[config.mk]
export PLATFORM = sky130hd
export DESIGN_NAME = proj_extender_stream
export DESIGN_NICKNAME = d
export VERILOG_FILES = /design/src/rtl/proj_extender_stream.sv
export SDC_FILE = /design/constraint.sdc
export NUM_CORES = 1
export LEC_CHECK = 0
export ABC_AREA = 1
export CAP_MARGIN = 20
export CORE_AREA = 3 3 309 311
export CTS_CLUSTER_DIAMETER = 60
export CTS_CLUSTER_SIZE = 12
export DETAILED_ROUTE_END_ITERATION = 7
export DIE_AREA = 0 0 312 314
export SLEW_MARGIN = 20
export SYNTH_ARGS = -nofsm -noshare
export SYNTH_HDL_FRONTEND = slang
export SYNTH_SLANG_ARGS = --single-unit
[constraint.sdc]
create_clock -name clk -period 3.3 [get_ports clk]
set_input_delay 0.33 -clock clk [delete_from_list [all_inputs] [get_ports clk]]
set_output_delay 0.33 -clock clk [all_outputs]
set_load 0.02 [all_outputs]
[src/rtl/proj_extender_stream.sv]
// Streaming fragment extender: one accepted fragment is replayed as BEATS
// multi-lane beats per valid k-mer index, tagged with the centre-adjusted index.
module proj_extender_stream #(
  parameter int FRAG_LEN_BITS     = 512,
  parameter int FRAG_SIZE         = 256,
  parameter int KMER_SIZE         = 16,
  parameter int INDICES_COUNT     = 8,
  parameter int INDICE_LEN        = 16,
  parameter int SIGNED_INDICE_LEN = INDICE_LEN + 1,
  parameter int FRAG_PART         = 64,
  parameter int LANES             = 2,
  parameter int CNT_W             = $clog2(INDICES_COUNT) + 1
) (
  input  logic                                clk,
  input  logic                                rst,
  input  logic                                in_valid,
  output logic                                in_ready,
  input  logic [FRAG_LEN_BITS-1:0]            in_fragment,
  input  logic [INDICES_COUNT*INDICE_LEN-1:0] in_kmer_indices,
  input  logic [CNT_W-1:0]                    in_count,
  output logic                                out_valid,
  input  logic                                out_ready,
  output logic [SIGNED_INDICE_LEN-1:0]        out_index,
  output logic [FRAG_PART*LANES-1:0]          out_gfm,
  output logic                                out_first,
  output logic                                out_last
);

  localparam int GFM_W  = FRAG_PART * LANES;
  localparam int BEATS  = FRAG_LEN_BITS / GFM_W;
  localparam int OFFSET = (FRAG_SIZE - KMER_SIZE) >> 1;
  localparam int BEAT_W = (BEATS > 1) ? $clog2(BEATS) : 1;
  localparam int SEL_W  = (INDICES_COUNT > 1) ? $clog2(INDICES_COUNT) : 1;

  localparam logic [BEAT_W-1:0]            LAST_BEAT = BEAT_W'(BEATS - 1);
  localparam logic [CNT_W-1:0]             MAX_CNT   = CNT_W'(INDICES_COUNT);
  localparam logic [SIGNED_INDICE_LEN-1:0] OFFSET_V  = SIGNED_INDICE_LEN'(OFFSET);

  localparam logic S_IDLE   = 1'b0;
  localparam logic S_STREAM = 1'b1;

  logic                                state_q, state_d;
  logic [FRAG_LEN_BITS-1:0]            frag_q, frag_d;
  logic [INDICES_COUNT*INDICE_LEN-1:0] idx_q, idx_d;
  logic [CNT_W-1:0]                    cnt_q, cnt_d;
  logic [BEAT_W-1:0]                   beat_q, beat_d;
  logic [SEL_W-1:0]                    sel_q, sel_d;

  logic [CNT_W-1:0]      in_cnt_sat;
  logic                  last_sel;
  logic [INDICE_LEN-1:0] cur_idx;

  assign in_cnt_sat = (in_count > MAX_CNT) ? MAX_CNT : in_count;
  assign last_sel   = (CNT_W'(sel_q) == cnt_q - 1'b1);
  assign cur_idx    = idx_q[int'(sel_q)*INDICE_LEN +: INDICE_LEN];

  // Outputs come only from registers; in_ready additionally masks the reset cycle.
  always_comb begin
    in_ready  = (state_q == S_IDLE) && !rst;
    out_valid = (state_q == S_STREAM);
    out_gfm   = '0;
    out_index = '0;
    out_first = 1'b0;
    out_last  = 1'b0;
    if (out_valid) begin
      out_gfm   = frag_q[int'(beat_q)*GFM_W +: GFM_W];
      out_index = {1'b0, cur_idx} - OFFSET_V;
      out_first = (beat_q == '0);
      out_last  = (beat_q == LAST_BEAT) && last_sel;
    end
  end

  always_comb begin
    state_d = state_q;
    frag_d  = frag_q;
    idx_d   = idx_q;
    cnt_d   = cnt_q;
    beat_d  = beat_q;
    sel_d   = sel_q;
    if (state_q == S_IDLE) begin
      if (in_valid && in_ready) begin
        frag_d  = in_fragment;
        idx_d   = in_kmer_indices;
        cnt_d   = in_cnt_sat;
        beat_d  = '0;
        sel_d   = '0;
        if (in_cnt_sat != '0) begin
          state_d = S_STREAM;
        end
      end
    end else if (out_ready) begin
      if (beat_q == LAST_BEAT) begin
        beat_d = '0;
        sel_d  = sel_q + 1'b1;
        if (last_sel) begin
          state_d = S_IDLE;
        end
      end else begin
        beat_d = beat_q + 1'b1;
      end
    end
  end

  always_ff @(posedge clk) begin
    if (rst) begin
      state_q <= S_IDLE;
      frag_q  <= '0;
      idx_q   <= '0;
      cnt_q   <= '0;
      beat_q  <= '0;
      sel_q   <= '0;
    end else begin
      state_q <= state_d;
      frag_q  <= frag_d;
      idx_q   <= idx_d;
      cnt_q   <= cnt_d;
      beat_q  <= beat_d;
      sel_q   <= sel_d;
    end
  end

endmodule

# After elaboration in Yosys (flattened, before gate mapping)

Cells that the tools add are included.

Bits in registers: 650
Output and inout port bits: 149

Add/sub/neg operators: 4
Magnitude comparators: 1
Eq/ne operators: 4
Shift operators: 2
Mux-type cells: 19
Bitwise operators: 1
Reduce and logical (&&, ||, !) cells: 10

Operator list:

| operator              | count |
|---|---|
| $shiftx 512x10->128   | 1 |
| $mux 128              | 1 |
| $shiftx 128x8->16     | 1 |
| $mux 17               | 1 |
| $sub 16x7->17 const B | 1 |
| $mux 3                | 4 |
| $mux 1                | 8 |
| $mux 2                | 4 |
| $eq 3x4->1            | 1 |
| $gt 4x4->1 const B    | 1 |
| $mux 4                | 1 |
| $reduce_and 2->1      | 2 |
| $reduce_bool 4->1     | 1 |
| $sub 4x1->4 const B   | 1 |
| $add 3x1->3 const B   | 1 |
| $logic_and 1x1->1     | 3 |
| $reduce_and 3->1      | 1 |
| $add 2x1->2 const B   | 1 |
| $eq 2x2->1 const B    | 1 |
| $logic_not 2->1       | 1 |
| $ne 2x1->1 const B    | 1 |
| $ne 2x2->1 const B    | 1 |
| $reduce_bool 2->1     | 1 |
| $logic_not 1->1       | 1 |
| $not 1->1             | 1 |

# Depth between registers and ports, before layout

Word-level depth: 6
Depth in mapped cells: 16
Gate-level depth less buffers: 14

# Worst setup path after synthesis

No wires, ideal clock.

Path kind: reg2out
Start: reg sel_q[1]
End: out out_index[9]
Data arrival time: 1976 ps
Data required time: 2970 ps
Setup slack: 994 ps
Stages on the path, launching flop included: 15
Path through: dfxtp_1 -> buf_4 -> inv_2 -> buf_2 -> o211ai_1 -> nand2_1 -> nand2_1 -> nand2_1 -> ha_1 -> inv_1 -> nor2_1 -> nand2_1 -> nand2_1 -> o21ai_1 -> a21oi_1

Longest elaborated chain between the ends: 3

RTL lines:

| element                  | RTL line | RTL |
|---|---|---|
| start: declaration       | 47       | `logic [SEL_W-1:0] sel_q, sel_d;` |
| start signal: assignment | 118      | `sel_q <= sel_d;` |
| $shiftx 128x8->16        | 55       | `assign cur_idx = idx_q[int'(sel_q)*INDICE_LEN +: INDICE_LEN];` |
| $sub 16x7->17            | 67       | `out_index = {1'b0, cur_idx} - OFFSET_V;` |
| $mux 17                  | 65       | `if (out_valid) begin` |
| end: declaration         | 23       | `output logic [SIGNED_INDICE_LEN-1:0] out_index,` |

No other way between the ends.

# Final worst setup path

Start: reg beat_q[0]
End: out out_gfm[20]

Longest elaborated chain between the ends: 2

RTL lines:

| element                  | RTL line | RTL |
|---|---|---|
| start: declaration       | 46       | `logic [BEAT_W-1:0] beat_q, beat_d;` |
| start signal: assignment | 117      | `beat_q <= beat_d;` |
| $shiftx 512x10->128      | 66       | `out_gfm = frag_q[int'(beat_q)*GFM_W +: GFM_W];` |
| $mux 128                 | 65       |  |
| end: declaration         | 24       | `output logic [FRAG_PART*LANES-1:0] out_gfm,` |

No other way between the ends.

==> results.yml <==
worst_setup_path:
  arrival_ns: 2.93
  worstSetupStartpointType: "flip-flop"
  rr_worst_depth: 7
  cp_max_fo: 87
  crit_type: "reg -> out"
  max_stage_delay_ns: 0.65
  cp_cell_sequence: "inv_16 -> buf_4 -> a21oi_1 -> o21ai_0 -> a21oi_1 -> clkdlybuf4s50_1"
  timing.critical_path.mode_cell: "a21oi_1"
  cp_top_family: "buffers and inverters"
  critical_path_required_ns: 2.97
  crit_slowest_cell: "clkdlybuf4s50_1"
  cp.depth: 6
  end_kind: "primary output"
  cp.buffers_inverters: 3
place:
  io_buffer_count: 796
  place_ws_ns: 0.328
  dp_hpwl_um: 83800
  finalWeightedCongestion: 0.891
clocking:
  cts_sinks: 650
  cts_buffers: 73
  cts_root_buffer: "clkbuf_16"
  htreeDepth: 3
  clk_latency_ns: 0.63
  clk_path_buf_depth: 3
  cts_tree: "done"
  path_clk_slew_ns: 0.07
floorplanning:
  die_y_um: 314
  dieArea_um2: 98000
  initial_core_util_pct: 29.3
  ios: 797
  die_w_um: 312
  floorplan.rows: 112
  core-area_um2: 93000
finish:
  nFillCells: 9673
  nets: 5171
  layout-area-overhead-vs-synth_pct: 42.3
  drive_gt1_share_pct: 4.54
grt:
  grt_pass1_wl_um: 171000
  grt_max_degree: 154
  gr-total-overflow: 0
  grt_pass1_vias: 26800
  grt_use_total_pct: 22.8
  antenna_found_initial: 22
timing:
  hold_violations: 0
  fin_crit_sh_pct: 98.9
  fin_ws_ns: 0.0370
  max_freq_mhz: 306
  setup_viol: 0
  finClkSkew_ns: 0.0197
  tightestPinTransition_ns: 1.06
  slew-limit-headroom_pct: 29.2
  post-route-min-period_ns: 3.26
  final_max_slew_viol_count: 0
  rsz0062_at_grt: "true"
  hold_ws_ns: 0.0966
routing:
  drt_pass1_iterations: 8
  drc: 0
  vias_per_cell: 4.85
  wire_per_inst_um: 20.5
  ant_nets: 0
  num_vias: 28200
  drt_wl_total_um: 119000
  drtIter0Drc: 2397
run_status:
  outcome: "finished clean"
yosys:
  synth_common_cells: "nand2_1 (1066), a21oi_1 (687), dfxtp_1 (650), inv_1 (387)"
  syn-num-nets: 4533
  synth_seq_cells: 650
  synth.distinct_cells: 33
  synthArstFlopShare_pct: 0
  synth-main-ff-cell: "dfxtp_1"
  yosysMostFrequentCell: "nand2_1"
  synth.top_cell.area_share_pct: 47.8
  yosysWarnings: 0
  synth_area_um2: 27200
  ys_seq_area_share_pct: 47.8
  postSynthCellCount: 3880
  synthTopCellsByArea: "dfxtp_1 (48%), nand2_1 (15%), a21oi_1 (13%)"
  synth_edf_count: 0
  syn_avg_cell_area_um2: 7.02
  synth_top_cell_by_area: "dfxtp_1"
pwr:
  powerDensity_nw_per_um2: 506
  peakVddDrop_mv: 0.344
  leakage_nw: 14.1
run:
  cap_viol_max_count: 0
hold_path:
  holdPathStages: 2
  hp-class: "in -> reg"
flip-flops by register name (all words and copies together) (netlist names):
| signal | count |
|---|---|
| beat_q | 2 |
| sel_q | 3 |
| out_valid | 1 |
| frag_q | 512 |
| cnt_q | 4 |
| idx_q | 128 |
per-stage QoR:
step                      std cells  power, mW  util [%]  instance area [µm²]  TNS [ns]
after floorplan                3880       10.2         -                27200         0
after global placement         5687       11.7      39.0                36300         0
after detailed placement       5687       11.8      39.0                36300         0
after CTS                      5804       19.8      41.5                38600         0
after global routing           5819       20.5      41.6                38700   -0.0255
final                          5825       19.6      41.7                38800         0
power breakdown:
part           leakage (nW)  total [mW]  switching (mW)  internal (mW)
clock                  1.10        7.96            3.50           4.46
combinational          7.68        3.13            1.75           1.38
sequential             5.34        8.54           0.176           8.36
total                  14.1        19.6            5.43           14.2
placed cells by master, fill, tap and decap left out, drive strengths merged:
cell and n:
and2 1, dlymetal6s2s 7, nand3 79, ha 5
nand3b 2, buf 69, inv 400, nand4 1
o21ai 648, o22ai 2, o211ai 5, nor2 27
a211oi 3, diode 16, dfxtp 650, clkinv 12
xnor2 1, bufinv 3, a21oi 687, xor2 3
o41ai 1, clkdlybuf4s50 765, clkinvlp 2, or2 1
nor3 2, dlygate4sd2 8, clkbuf 99, nand2 1068
a31oi 4
what timing repair did:
action	CTS	global route
hold buffers	0	0
endpoints found under the setup margin	112	76
resized for setup	34	34
setup buffers	5	1
pin swaps	1	0
gates cloned	0	4
layout make-up:
class | instances | area (µm²) | area share (%)
timing repair buffer | 861 | 8840 | 22.8
multi-input combinational | 2540 | 11500 | 29.7
clock inverter | 25 | 340 | 0.878
tap | 1254 | 1570 | 4.05
sequential | 650 | 13000 | 33.6
inverter | 392 | 1520 | 3.91
antenna | 16 | 40.0 | 0.103
clock buffer | 87 | 1930 | 4.98
path summary, 6_finish.rpt:
kind,startpoint,endpoint,slack (ns)
setup / recovery,beat_q[0],out_gfm[20],0.04
hold / removal,rst,frag_q[16],0.1
setup reg to reg,out_valid,idx_q[24],0.86
hold reg to reg,frag_q[297],frag_q[297],0.46
per-layer routing:
| layer | routed length (µm) | part of all wire (%) | vias up | global-route usage, % |
|---|---|---|---|---|
| li1 | - | - | 13800 | - |
| met1 | 49000 | 41 | 13000 | 28.5 |
| met2 | 57100 | 48 | 1183 | 38.8 |
| met3 | 9360 | 7.8 | 196 | 5.10 |
| met4 | 3790 | 3.2 | 10 | 7.29 |
| met5 | 64 | 0.054 | - | 0 |
kinds of logic (layout without fill, tap and decap cells):
group                    count (synthesis)  after routing  share of synthesized area [%]
AND/OR/NAND/NOR                       1181           1181                           16.8
AO/OA/AOI/OAI                         1350           1350                           24.9
XOR/XNOR                                 4              4                          0.129
adder cells (fa/ha/maj)                  5              5                          0.230
flip-flops                             650            650                           47.8
buffers and inverters                  690           1365                           10.1
other                                    0             16                              0
No activity file was read; power rests on OpenSTA's default activity.
